**src/rtl/cc_frame_loader.sv**
```systemverilog
// ---------------------------------------------------------------------------
// cc_frame_loader
//   Transmit side of the CC score-frame interface. Collects one SCORE_W-bit
//   student score per accepted beat (valid/ready) and, once NUM_STU beats
//   have arrived, presents them as one parallel frame to the ranking core.
//   Beat k becomes student k. The opt/a/b fields are taken from beat 0 only.
//
// Ports
//   clk, rst              single rising-edge clock, synchronous active-high reset
//   s_valid/s_ready       upstream beat handshake (s_ready is registered)
//   s_score, s_last       beat payload and end-of-frame marker
//   s_opt, s_a, s_b       frame options, sampled on beat 0
//   f_valid/f_ready       frame handshake towards the core (f_valid registered)
//   f_s0..f_s6            student scores 0..6
//   f_opt, f_a, f_b       frame options of the presented frame
//   err_short             1-cycle pulse: s_last before the final beat, frame dropped
//   err_long              1-cycle pulse: final beat without s_last, frame kept
//
// Build option
//   CC_FRAME_DBL_BUF_EN   adds a back buffer so the next frame can be collected
//                         while the current one is still being presented.
// ---------------------------------------------------------------------------
module cc_frame_loader #(
  parameter int NUM_STU = 7,
  parameter int SCORE_W = 4
) (
  input  logic               clk,
  input  logic               rst,
  input  logic               s_valid,
  output logic               s_ready,
  input  logic [SCORE_W-1:0] s_score,
  input  logic               s_last,
  input  logic [2:0]         s_opt,
  input  logic [1:0]         s_a,
  input  logic [2:0]         s_b,
  output logic               f_valid,
  input  logic               f_ready,
  output logic [SCORE_W-1:0] f_s0,
  output logic [SCORE_W-1:0] f_s1,
  output logic [SCORE_W-1:0] f_s2,
  output logic [SCORE_W-1:0] f_s3,
  output logic [SCORE_W-1:0] f_s4,
  output logic [SCORE_W-1:0] f_s5,
  output logic [SCORE_W-1:0] f_s6,
  output logic [2:0]         f_opt,
  output logic [1:0]         f_a,
  output logic [2:0]         f_b,
  output logic               err_short,
  output logic               err_long
);

  localparam int CNT_W = (NUM_STU > 1) ? $clog2(NUM_STU) : 1;
  localparam logic [CNT_W-1:0] LAST_K = CNT_W'(NUM_STU - 1);

  // ST_HOLD means the front buffer holds a frame that is offered to the core.
  typedef enum logic {ST_COLLECT, ST_HOLD} state_t;

  state_t             state;
  logic [CNT_W-1:0]   k;

  // Beats 0..NUM_STU-2 are staged here; the final beat goes straight to
  // whichever buffer loads, so a frame is complete on the accept itself.
  logic [SCORE_W-1:0] stage_s [NUM_STU-1];
  logic [2:0]         stage_opt;
  logic [1:0]         stage_a;
  logic [2:0]         stage_b;

  logic [SCORE_W-1:0] front_s [NUM_STU];
  logic [SCORE_W-1:0] new_s   [NUM_STU];

`ifdef CC_FRAME_DBL_BUF_EN
  logic [SCORE_W-1:0] back_s [NUM_STU];
  logic [2:0]         back_opt;
  logic [1:0]         back_a;
  logic [2:0]         back_b;
  logic               back_full;
  logic               back_full_nxt;
  logic               load_back;
  logic               load_front_back;
`endif

  logic accept;
  logic done;
  logic short_end;
  logic hs;
  logic load_front_new;
  logic f_valid_nxt;
  logic s_ready_nxt;

  assign accept    = s_valid & s_ready;
  assign done      = accept & (k == LAST_K);
  assign short_end = accept & s_last & (k != LAST_K);
  assign hs        = f_valid & f_ready;

  assign f_valid = (state == ST_HOLD);

  assign f_s0 = front_s[0];
  assign f_s1 = front_s[1];
  assign f_s2 = front_s[2];
  assign f_s3 = front_s[3];
  assign f_s4 = front_s[4];
  assign f_s5 = front_s[5];
  assign f_s6 = front_s[6];

  // The frame completed by this cycle's final beat: staged beats plus the
  // score currently on the bus.
  always_comb begin
    for (int i = 0; i < NUM_STU - 1; i++) begin
      new_s[i] = stage_s[i];
    end
    new_s[NUM_STU-1] = s_score;
  end

  // Buffer movement decisions. A completed frame goes to the front when the
  // front is empty or being consumed this same cycle; otherwise (double
  // buffer only) it parks in the back buffer. s_ready is precomputed here so
  // it can be registered: the loader refuses beats once there is no place
  // left to put the next completed frame.
  always_comb begin
    load_front_new = done & (~f_valid | hs);
`ifdef CC_FRAME_DBL_BUF_EN
    load_back       = done & f_valid & ~hs;
    load_front_back = hs & back_full;
    back_full_nxt   = load_back | (back_full & ~load_front_back);
    f_valid_nxt     = load_front_new | load_front_back | (f_valid & ~hs);
    s_ready_nxt     = ~back_full_nxt;
`else
    f_valid_nxt     = load_front_new | (f_valid & ~hs);
    s_ready_nxt     = ~f_valid_nxt;
`endif
  end

  // Beat counter, staging, buffer loads and registered handshake/error
  // outputs. A short frame just rewinds k; its staged beats are overwritten
  // by the next frame, and beat 0 of that frame re-latches opt/a/b.
  always_ff @(posedge clk) begin
    if (rst) begin
      state     <= ST_COLLECT;
      k         <= '0;
      s_ready   <= 1'b0;
      err_short <= 1'b0;
      err_long  <= 1'b0;
      stage_opt <= '0;
      stage_a   <= '0;
      stage_b   <= '0;
      f_opt     <= '0;
      f_a       <= '0;
      f_b       <= '0;
      for (int i = 0; i < NUM_STU - 1; i++) begin
        stage_s[i] <= '0;
      end
      for (int i = 0; i < NUM_STU; i++) begin
        front_s[i] <= '0;
      end
`ifdef CC_FRAME_DBL_BUF_EN
      back_full <= 1'b0;
      back_opt  <= '0;
      back_a    <= '0;
      back_b    <= '0;
      for (int i = 0; i < NUM_STU; i++) begin
        back_s[i] <= '0;
      end
`endif
    end else begin
      err_short <= short_end;
      err_long  <= done & ~s_last;

      if (accept) begin
        if (done || s_last) begin
          k <= '0;
        end else begin
          k <= k + 1'b1;
        end
        if (k == '0) begin
          stage_opt <= s_opt;
          stage_a   <= s_a;
          stage_b   <= s_b;
        end
        if (k != LAST_K) begin
          stage_s[k] <= s_score;
        end
      end

      if (load_front_new) begin
        for (int i = 0; i < NUM_STU; i++) begin
          front_s[i] <= new_s[i];
        end
        f_opt <= stage_opt;
        f_a   <= stage_a;
        f_b   <= stage_b;
      end

`ifdef CC_FRAME_DBL_BUF_EN
      if (load_front_back) begin
        for (int i = 0; i < NUM_STU; i++) begin
          front_s[i] <= back_s[i];
        end
        f_opt <= back_opt;
        f_a   <= back_a;
        f_b   <= back_b;
      end
      if (load_back) begin
        for (int i = 0; i < NUM_STU; i++) begin
          back_s[i] <= new_s[i];
        end
        back_opt <= stage_opt;
        back_a   <= stage_a;
        back_b   <= stage_b;
      end
      back_full <= back_full_nxt;
`endif

      state   <= f_valid_nxt ? ST_HOLD : ST_COLLECT;
      s_ready <= s_ready_nxt;
    end
  end

endmodule

```
**config.mk**
```make
export PLATFORM = sky130hd
export DESIGN_NAME = cc_frame_loader
export DESIGN_NICKNAME = d
export VERILOG_FILES = /design/src/rtl/cc_frame_loader.sv
export SDC_FILE = /design/constraint.sdc
export NUM_CORES = 1
export LEC_CHECK = 0
export ABC_CLOCK_PERIOD_IN_PS = 6400
export CAP_MARGIN = 25
export CORE_MARGIN = 2
export CORE_UTILIZATION = 45
export DETAILED_ROUTE_END_ITERATION = 12
export PLACE_DENSITY = 0.81
export SYNTH_ARGS = -nofsm -noshare
export SYNTH_HDL_FRONTEND = slang
export SYNTH_SLANG_ARGS = --single-unit
```
**constraint.sdc**
```tcl
create_clock -name clk -period 6.4 [get_ports clk]
set_clock_uncertainty 0.05 [all_clocks]
set_input_delay 0.64 -clock clk [delete_from_list [all_inputs] [get_ports clk]]
set_output_delay 0.64 -clock clk [all_outputs]
set_load 0.02 [all_outputs]
```
==> out/results.tsv, run 1 <==
metric	value	unit
leakage	1.36	nW
clock share of power	38.8	%
post-synthesis average cell area	12.4	um^2
vias	1866	
Max Clock Freq	436	MHz
layout cells sized above 1	6.64	%
outcome	completed	
first-pass GRT wire length	8510	um
Setup WS pre-CTS	3.76	ns
Rows	29	
Worst path slowest cell	clkdlybuf4s50_1	
Hold Buf Count CTS	0	
clock sink count	75	
top cells by area, synth	edfxtp_1, dfxtp_1, and2_1	
post-synth top area share	53.5	%
critical path cell sequence	clkdlybuf4s50_1 > buf_4 > clkinv_1 > o21ai_2 > buf_4	
Synth-to-Final Area Change	29.0	%
Yosys Warn Count	0	
WL/cell	13.5	um
Port Buffer Count	56	
setup violators final	0	
VDD IR max	0.145	mV
share of power burned in registers	54.9	%
Post-synth EDFFs	52	
most common cell in the synthesized netlist	edfxtp_1	
sequential share of the synthesized area	69.3	%
Iter 0 DRT Violations	131	
GPL Wtd Cong	0.857	
CORE AREA	6310	um^2
Psw	0.000203	W
CP Class	primary input to flop	
Tcrit/Tclk final	35.8	%
Placed Cells	362	
Critical Path Most Common Cell	buf_4	
gr ovfl total	0	
diode count	0	
dpl hpwl	3400	um
crit path buf inv count	4	
pin count of the biggest net entering global routing	30	
Die Span X	84.5	um
power per cell area	260	nW/um^2
IO Pins	57	
Pint	0.000777	W
Worst EP required	6.35	ns
vias in the first global route	1789	
Max Buffers Root-to-Sink	2	
CTS root buf	clkbuf_8	
max-cap violations	0	
antenna violations before repair	0	
crit-path max FO	29	
worst relative slew slack	60.4	%
Worst-Skew Late Latency	0.34	ns
syn nets	256	
Post-CTS Resized	0	
Hold Path Class	flop to flop	
setup TNS	0	ns
non-filler cells, final	378	
Final Slew Violations	0	
Worst-Margin Slew	0.593	ns
clock slew at reported path FFs	0.07	ns
final net count	316	
Post-DRT Antenna Nets	0	
Setup Fix Bufs, Post-CTS	0	
drt first pass iters	4	
Post-synth ARST share	0	%
Initial Util	46.2	%
vias per cell	4.94	
main flop type after synthesis	edfxtp_1	
unrepaired setup endpoints after global routing	no	
R2R Setup Slk	4.29	ns
crit path DAT	2.25	ns
CTS HTree Levels	3	
Post-synth top cells	edfxtp_1, nand2_1, and2_1, dfxtp_1	
Die Y	84.5	um
Total Routing Usage GR	15.3	%
Die ar.	7150	um^2
delay-heaviest family, CP	buffers and inverters	
Switching Share	20.7	%
Startpoint Class	primary input	
worst setup margin	4.11	ns
part of the power in combinational logic	6.3	%
CP Depth	5	
register bit total from synthesis	75	
slowest cell delay on critical path	0.47	ns
hold depth	2	
largest area contributor in the netlist	edfxtp_1	
Synth cell types	30	
Hold Vio Cnt, Final	0	
# DRC	0	
minimum clock period	2.29	ns
Routed WL	5100	um
worst r2r path cells	5	
CP Capture Type	flop	
cts bufs inserted	9	
Mapped Area	2920	um^2
Mapped Cells	236	
CTS tree	yes	
==> cells by family after synthesis <==
kind of cell               synth area share (%)
AOI/OAI and AO/OA                          5.49
adders and majority gates                  1.29
buffers and inverters                      2.40
DFF                                        69.3
and+or+nand+nor                            21.6
==> per-layer routing <==
metal  track usage, %  routed length (um)  vias up
li1                 -                   -      947
met1             18.7                2200      856
met2             25.6                2540       53
met3             3.83                 263       10
met4             7.36                 108        0
met5                0                   0        -
==> per-stage QoR <==
stage | hold WS (ns) | util (%) | total power [W] | instance area, um^2
3_5_place_dp | 0.393 | 56.4 | 0.000611 | 3560
5_1_grt | 0.420 | 59.7 | 0.00101 | 3770
2_1_floorplan | 0.381 | - | 0.000579 | 2920
6_report | 0.401 | 59.7 | 0.000980 | 3770
3_3_place_gp | 0.386 | 56.4 | 0.000609 | 3560
4_1_cts | 0.403 | 59.7 | 0.000987 | 3770
==> power groups by stage <==
stage          logic [W]  registers (W)  clock network, W
5_1_grt        0.0000662       0.000540          0.000407
3_3_place_gp   0.0000605       0.000549                 0
4_1_cts        0.0000623       0.000539          0.000386
3_5_place_dp   0.0000620       0.000549                 0
6_report       0.0000617       0.000538          0.000380
2_1_floorplan  0.0000197       0.000559                 0
==> layout make-up <==
class	count	area, um^2
clock buffers	10	128
well taps	77	96.3
inverters	7	26.3
multi-input cells	144	831
repair buffers	59	583
flip-flops and latches	75	2020
fillers	519	2550
clock inverters	6	80.1
==> tightest hold or removal path, stage by stage, from the launching register on <==
cell and delay (ns):
dfxtp_1 0.31, nand2_1 0.05, a21oi_1 0.05
==> worst paths after layout <==
| kind | from | endpoint |
|---|---|---|
| max | rst | front_s[6][1] |
| min | stage_b[1] | stage_b[1] |
| min reg2reg | stage_b[1] | stage_b[1] |
| max reg2reg | k[0] | front_s[0][0] |
==> placed cells by master, fill, tap and decap left out, types with 4 or more instances in the layout <==
master / count
clkdlybuf4s50_1: 56
inv_1: 6
nor3_1: 4
o21ai_0: 9
nand3_1: 5
nand2_1: 26
a21oi_1: 19
or3b_1: 8
and2_1: 25
nor2_1: 19
clkbuf_8: 9
dfxtp_1: 23
edfxtp_1: 52
nor2b_1: 7
==> sequential cells by signal, indices dropped and copies added, names as in the netlist <==
register and cells:
front_s 28, f_b 3, f_valid 1, f_a 2
err_short 1, f_opt 3, err_long 1, s_ready 1
k 3, stage_opt 3, stage_a 2, stage_s 24
stage_b 3
Note: power is estimated with default switching activity, not from simulation.
==> run 2: changes to the inputs <==
ABC_CLOCK_PERIOD_IN_PS = 2300   (was 6400)
clock period = 2.3 ns   (was 6.4 ns; I/O delays follow)
==> run 2 against run 1 <==
Worst hold slack lost 0.0084 ns. Final cell count is 0.53% higher. Setup slack worse by 3.9 ns. Count of clock-buffer cells in the layout is 3 higher. Combinational power grew to 2.9 times the previous value. Die area unchanged. Wire length is 2.8% lower. Final area increased by 1.1%. Utilization increased by 0.63 points.
==> out/results.tsv, run 2 (synthesis results as in run 1) <==
metric	value	unit	change
Die ar.	7150	um^2	unchanged
launching point of the worst reg2reg path	k[0]		
global-route met1 utilization	18.8	%	+0.098 points
Hold EP	stage_a[1]		
vias in the first global route	1783		-0.34%
most frequent cells in the layout	clkdlybuf4s50_1, edfxtp_1, nand2_1, and2_1, dfxtp_1		
worst relative slew slack	75.2	%	+15 points
largest registers	front_s: 28 flops, stage_s: 24 flops		
VDD IR max	0.348	mV	+140%
Hold Crit Start	s_a[1]		
Synth-to-Final Area Change	30.4	%	
setup violators final	0		unchanged
Total Routing Usage GR	15.0	%	-0.37 points
Hold Buf Count CTS	0		unchanged
GRT Max-Usage Layer	met2		
max-cap violations	0		unchanged
Post-CTS Resized	0		unchanged
Routed WL	4960	um	-2.8%
gr ovfl total	0		unchanged
final net count	318		+0.63%
Setup WS pre-CTS	0.234	ns	-3.52 ns
slowest cell delay on critical path	0.47	ns	about the same
Worst EP required	2.28	ns	-4.07 ns
CP Capture Type	flop		
Worst-Skew Late Latency	0.33	ns	about the same
worst setup margin	0.249	ns	-3.86 ns
Die Span X	84.5	um	unchanged
power per cell area	723	nW/um^2	+180%
antenna violations before repair	0		unchanged
drt first pass iters	5		+1
Die Y	84.5	um	unchanged
GPL Wtd Cong	0.794		-7.3%
vias	1876		+0.54%
clock slew at reported path FFs	0.07	ns	about the same
R2R Setup Slk	0.25	ns	-4.04 ns
first-pass GRT wire length	8360	um	-1.7%
WL/cell	13.1	um	-3.3%
diode count	0		unchanged
dpl hpwl	3320	um	-2.2%
Max Clock Freq	488	MHz	
CTS tree	yes		
Tot Pwr	0.00275	W	+180%
CP Class	flop to flop		
critical path cell sequence	inv_1 > ha_1 > nand2b_1 > or4_1 > nand2_1		
Startpoint Class	flop		
Post-DRT Antenna Nets	0		unchanged
Final Cell Area	3810	um^2	+1.1%
worst r2r path cells	5		unchanged
Port Buffer Count	56		unchanged
FILL cells	525		+1.2%
Initial Util	46.2	%	unchanged
routing usage on met3	4.42	%	+0.59 points
Tcrit/Tclk final	89.2	%	
Hold Path Class	primary input to flop		
Setup Fix Bufs, Post-CTS	0		unchanged
Worst path slowest cell	dfxtp_1		
setup TNS	0	ns	unchanged
Max Buffers Root-to-Sink	2		unchanged
commonest non-fill, non-tap cell in the layout	clkdlybuf4s50_1		
layout cells sized above 1	6.93	%	+0.29 points
Hold Vio Cnt, Final	0		unchanged
met2 Usage GRT	24.3	%	-1.2 points
CORE AREA	6310	um^2	unchanged
Rows	29		unchanged
vias per cell	4.94		about the same
minimum clock period	2.05	ns	
largest reg by FF count	front_s		
pin count of the biggest net entering global routing	29		-3.3%
number of flip-flops under the largest register name	28		unchanged
hold depth	3		+1
crit-path max FO	8		-72%
IO Pins	57		unchanged
Final Slew Violations	0		unchanged
leakage	1.38	nW	+1.5%
Worst R2R End	stage_s[4][0]		
cts bufs inserted	9		unchanged
Worst-Margin Slew	0.370	ns	-0.223 ns
crit path DAT	2.03	ns	-0.22 ns
area post-placement	3590	um^2	+0.98%
CTS HTree Levels	3		unchanged
unrepaired setup endpoints after global routing	no		
CTS root buf	clkbuf_8		
Iter 0 DRT Violations	93		-29%
clock sink count	75		unchanged
# DRC	0		unchanged
outcome	completed		
run 2: per-stage QoR:
step	hold WS (ns)	utilization, %	cells
after floorplan	0.259	-	236
after global placement	0.387	56.9	364
after detailed placement	0.391	56.9	364
after CTS	0.385	60.3	380
after global routing	0.403	60.3	380
final	0.392	60.3	380
run 2: per-layer routing:
layer	vias to the layer above	wire length, um
met5	-	0
met4	0	89
met3	10	235
met2	46	2480
li1	949	-
met1	871	2160
run 2: area by class of cell:
cell class / instances / area (um^2) / area share, %
clock buffer: 13 / 149 / 3.91
timing repair buffer: 61 / 611 / 16.0
clock inverter: 3 / 63.8 / 1.68
tap: 77 / 96.3 / 2.53
sequential: 75 / 2020 / 53.1
multi-input combinational: 144 / 838 / 22.0
inverter: 7 / 26.3 / 0.690
run 2: how the worst max path moves through the flow:
stage               depth (start not counted)             to     from  slack (ns)
CTS                                         5  stage_s[4][1]     k[0]        0.24
global placement                            4  stage_s[4][0]  s_valid        0.28
global route                                5  stage_s[4][3]     k[0]        0.12
finish                                      5  stage_s[4][0]     k[0]        0.25
floorplan                                   5  front_s[0][0]     k[0]        0.22
detailed placement                          4  stage_s[4][0]  s_valid        0.23
run 2: critical path, delay by kind of cell, from the launching register on:
| kind | cells | cell delay (ns) |
|---|---|---|
| fa+ha+maj | 1 | 0.29 |
| buf+inv | 1 | 0.15 |
| flops | 1 | 0.47 |
| simple gates | 3 | 0.79 |
run 2: where the power goes:
part           internal (W)  switching [W]  leakage (nW)
clock              0.000639       0.000439         0.105
sequential          0.00148      0.0000150         0.723
combinational     0.0000809      0.0000947         0.556
==> run 3: changes to the inputs <==
ABC_AREA = 1   (was not set)
==> run 3 against run 2 <==
Critical path depth up 1. Total power shrank 3.7%. Global-route usage up 0.38 points. Worst hold slack improved by 0.017 ns. Count of clock-buffer cells in the layout shrank 3. Sequential power about the same. Fmax is 5.8% higher. Synthesized cell count rose by 16%. Clock power is 13% lower. Utilization shrank 0.57 points. Non-clock buffer count did not move. Die area up 0.57%. Largest power group unchanged.
==> out/results.tsv, run 3 <==
metric	value	unit	change
Hold Vio Cnt, Final	0		unchanged
Hold Crit Start	stage_b[1]		
Synth cell types	21		-30%
WHS	0.410	ns	+0.0174 ns
most common cell in the synthesized netlist	nor2_1		
slowest cell delay on critical path	0.49	ns	+0.02 ns
register bit total from synthesis	75		unchanged
Initial Util	46.5	%	+0.28 points
Post-synth EDFFs	52		unchanged
Post-synth top cells	nor2_1, edfxtp_1, inv_1, dfxtp_1, nand2_1		
largest reg by FF count	front_s		
unrepaired setup endpoints after global routing	no		
Startpoint Class	flop		
Final Slew Violations	0		unchanged
Final Cell Area	3770	um^2	-0.95%
drt first pass iters	4		-1
Max Clock Freq	516	MHz	+5.8%
final net count	358		+13%
Mapped Cells	273		+16%
CTS HTree Levels	3		unchanged
leakage	1.50	nW	+8.6%
Die ar.	7190	um^2	+0.57%
crit path buf inv count	1		unchanged
main flop type after synthesis	edfxtp_1		
antenna violations before repair	0		unchanged
first-pass GRT wire length	8500	um	+1.7%
Setup Fix Bufs, Post-CTS	0		unchanged
number of flip-flops under the largest register name	28		unchanged
CTS tree	yes		
power per cell area	703	nW/um^2	-2.8%
Synth-to-Final Area Change	28.4	%	
minimum clock period	1.94	ns	-0.112 ns
worst relative slew slack	62.3	%	-13 points
gr ovfl total	0		unchanged
most frequent cells in the layout	nor2_1, clkdlybuf4s50_1, edfxtp_1, inv_1		
CP Capture Type	flop		
# DRC	0		unchanged
GPL Wtd Cong	0.867		+9.2%
CP Class	flop to flop		
Rows	29		unchanged
Worst path slowest cell	o21ai_0		
Total Routing Usage GR	15.3	%	+0.38 points
Max Buffers Root-to-Sink	2		unchanged
IO Pins	57		unchanged
Port Buffer Count	56		unchanged
Routed WL	5160	um	+4.0%
post-synthesis average cell area	10.8	um^2	-13%
CTS root buf	clkbuf_8		
WL/cell	12.3	um	-5.7%
CORE AREA	6310	um^2	unchanged
top cells by area, synth	edfxtp_1, dfxtp_1, nor2_1		
vias in the first global route	1843		+3.4%
vias per cell	4.70		-4.8%
crit path DAT	1.86	ns	-0.17 ns
Setup WS pre-CTS	0.222	ns	-0.0116 ns
critical path cell sequence	inv_1 > ha_1 > nand2_2 > nand3_1 > nand2_1 > o21ai_0		
dpl hpwl	3610	um	+8.7%
area post-placement	3590	um^2	-0.17%
post-synth top area share	53.2	%	-0.32 points
Post-CTS Resized	0		unchanged
Crit. Startpoint	k[0]		
setup TNS	0	ns	unchanged
Mapped Area	2940	um^2	+0.60%
Tcrit/Tclk final	84.3	%	-4.9 points
setup violators final	0		unchanged
max-cap violations	0		unchanged
pin count of the biggest net entering global routing	33		+14%
worst setup margin	0.362	ns	+0.112 ns
Hold Buf Count CTS	0		unchanged
layout cells sized above 1	9.36	%	+2.4 points
Worst-Skew Late Latency	0.33	ns	about the same
Iter 0 DRT Violations	131		+41%
Hold Path Class	flop to flop		
largest area contributor in the netlist	edfxtp_1		
Die Span X	84.8	um	+0.28%
commonest non-fill, non-tap cell in the layout	nor2_1		
launching point of the worst reg2reg path	k[0]		
Post-synth ARST share	0	%	unchanged
outcome	completed		
delay-heaviest family, CP	compound AO/OA/AOI/OAI gates		
clock sink count	75		unchanged
syn nets	293		+14%
diode count	0		unchanged
VDD IR max	0.367	mV	+5.4%
Worst-Margin Slew	0.559	ns	+0.190 ns
clock slew at reported path FFs	0.07	ns	about the same
Post-DRT Antenna Nets	0		unchanged
Worst EP required	2.22	ns	-0.06 ns
Die Y	84.8	um	+0.28%
largest registers	front_s: 28 flops, stage_s: 24 flops		
vias	1969		+5.0%
crit-path max FO	7		-1
cts bufs inserted	9		unchanged
sequential share of the synthesized area	68.9	%	-0.41 points
Yosys Warn Count	0		unchanged
run 3: cell count changes after synthesis, sizes merged, moves of 2 or more:
cell and delta:
o21ai +9, or3b -8, a21oi -17, nor2 +50, nor2b -7, clkbuf -4, nand3 +7, and3 -3
nand4b -2, nand4 -2, and2 -25, nor4 +2, and4b -2, inv +44
run 3: area by class of cell:
type | instances | area (um^2)
tap | 77 | 96.3
fill | 540 | 2540
timing repair buffer | 61 | 611
sequential | 75 | 2020
multi-input combinational | 141 | 671
clock buffer | 10 | 128
clock inverter | 5 | 55.1
inverter | 50 | 188
run 3: worst paths after layout:
kind	end	slack (ns)	cells past startpoint
max reg2reg	stage_s[4][0]	0.36	6
max	stage_s[4][0]	0.36	6
min reg2reg	f_b[1]	0.41	2
min	f_b[1]	0.41	2
run 3: tightest hold or removal path, delay by kind of cell (launching register included):
family,cells,cell delay [ns]
flops,1,0.31
buf+inv,1,0.06
compound gates,1,0.05
run 3: metal layers:
layer	global-route usage (%)	wire [um]	vias up	share of wire [%]
met5	0	0	-	0
met4	6.49	108	0	2.1
met3	4.23	247	12	4.8
met2	24.9	2530	62	49
met1	19.4	2270	896	44
li1	-	-	999	-
run 3: cell families after synthesis:
family | Yosys count | share of synthesized area, %
AO/OA/AOI/OAI | 22 | 4.60
flip-flops | 75 | 68.9
buffers and inverters | 57 | 8.31
AND/OR/NAND/NOR | 116 | 17.0
adder cells (fa/ha/maj) | 3 | 1.28
run 3: stage by stage:
step / total power, W / cells / util [%]
final: 0.00265 / 419 / 59.7
after global routing: 0.00275 / 419 / 59.7
after CTS: 0.00267 / 419 / 59.7
after detailed placement: 0.00174 / 404 / 56.8
after global placement: 0.00173 / 404 / 56.8
after floorplan: 0.00164 / 273 / -
run 3: power breakdown:
part / total [W] / internal, W / switching, W
logic: 0.000196 / 0.0000837 / 0.000112
clock network: 0.000944 / 0.000491 / 0.000453
registers: 0.00151 / 0.00149 / 0.0000168
total: 0.00265 / 0.00207 / 0.000582
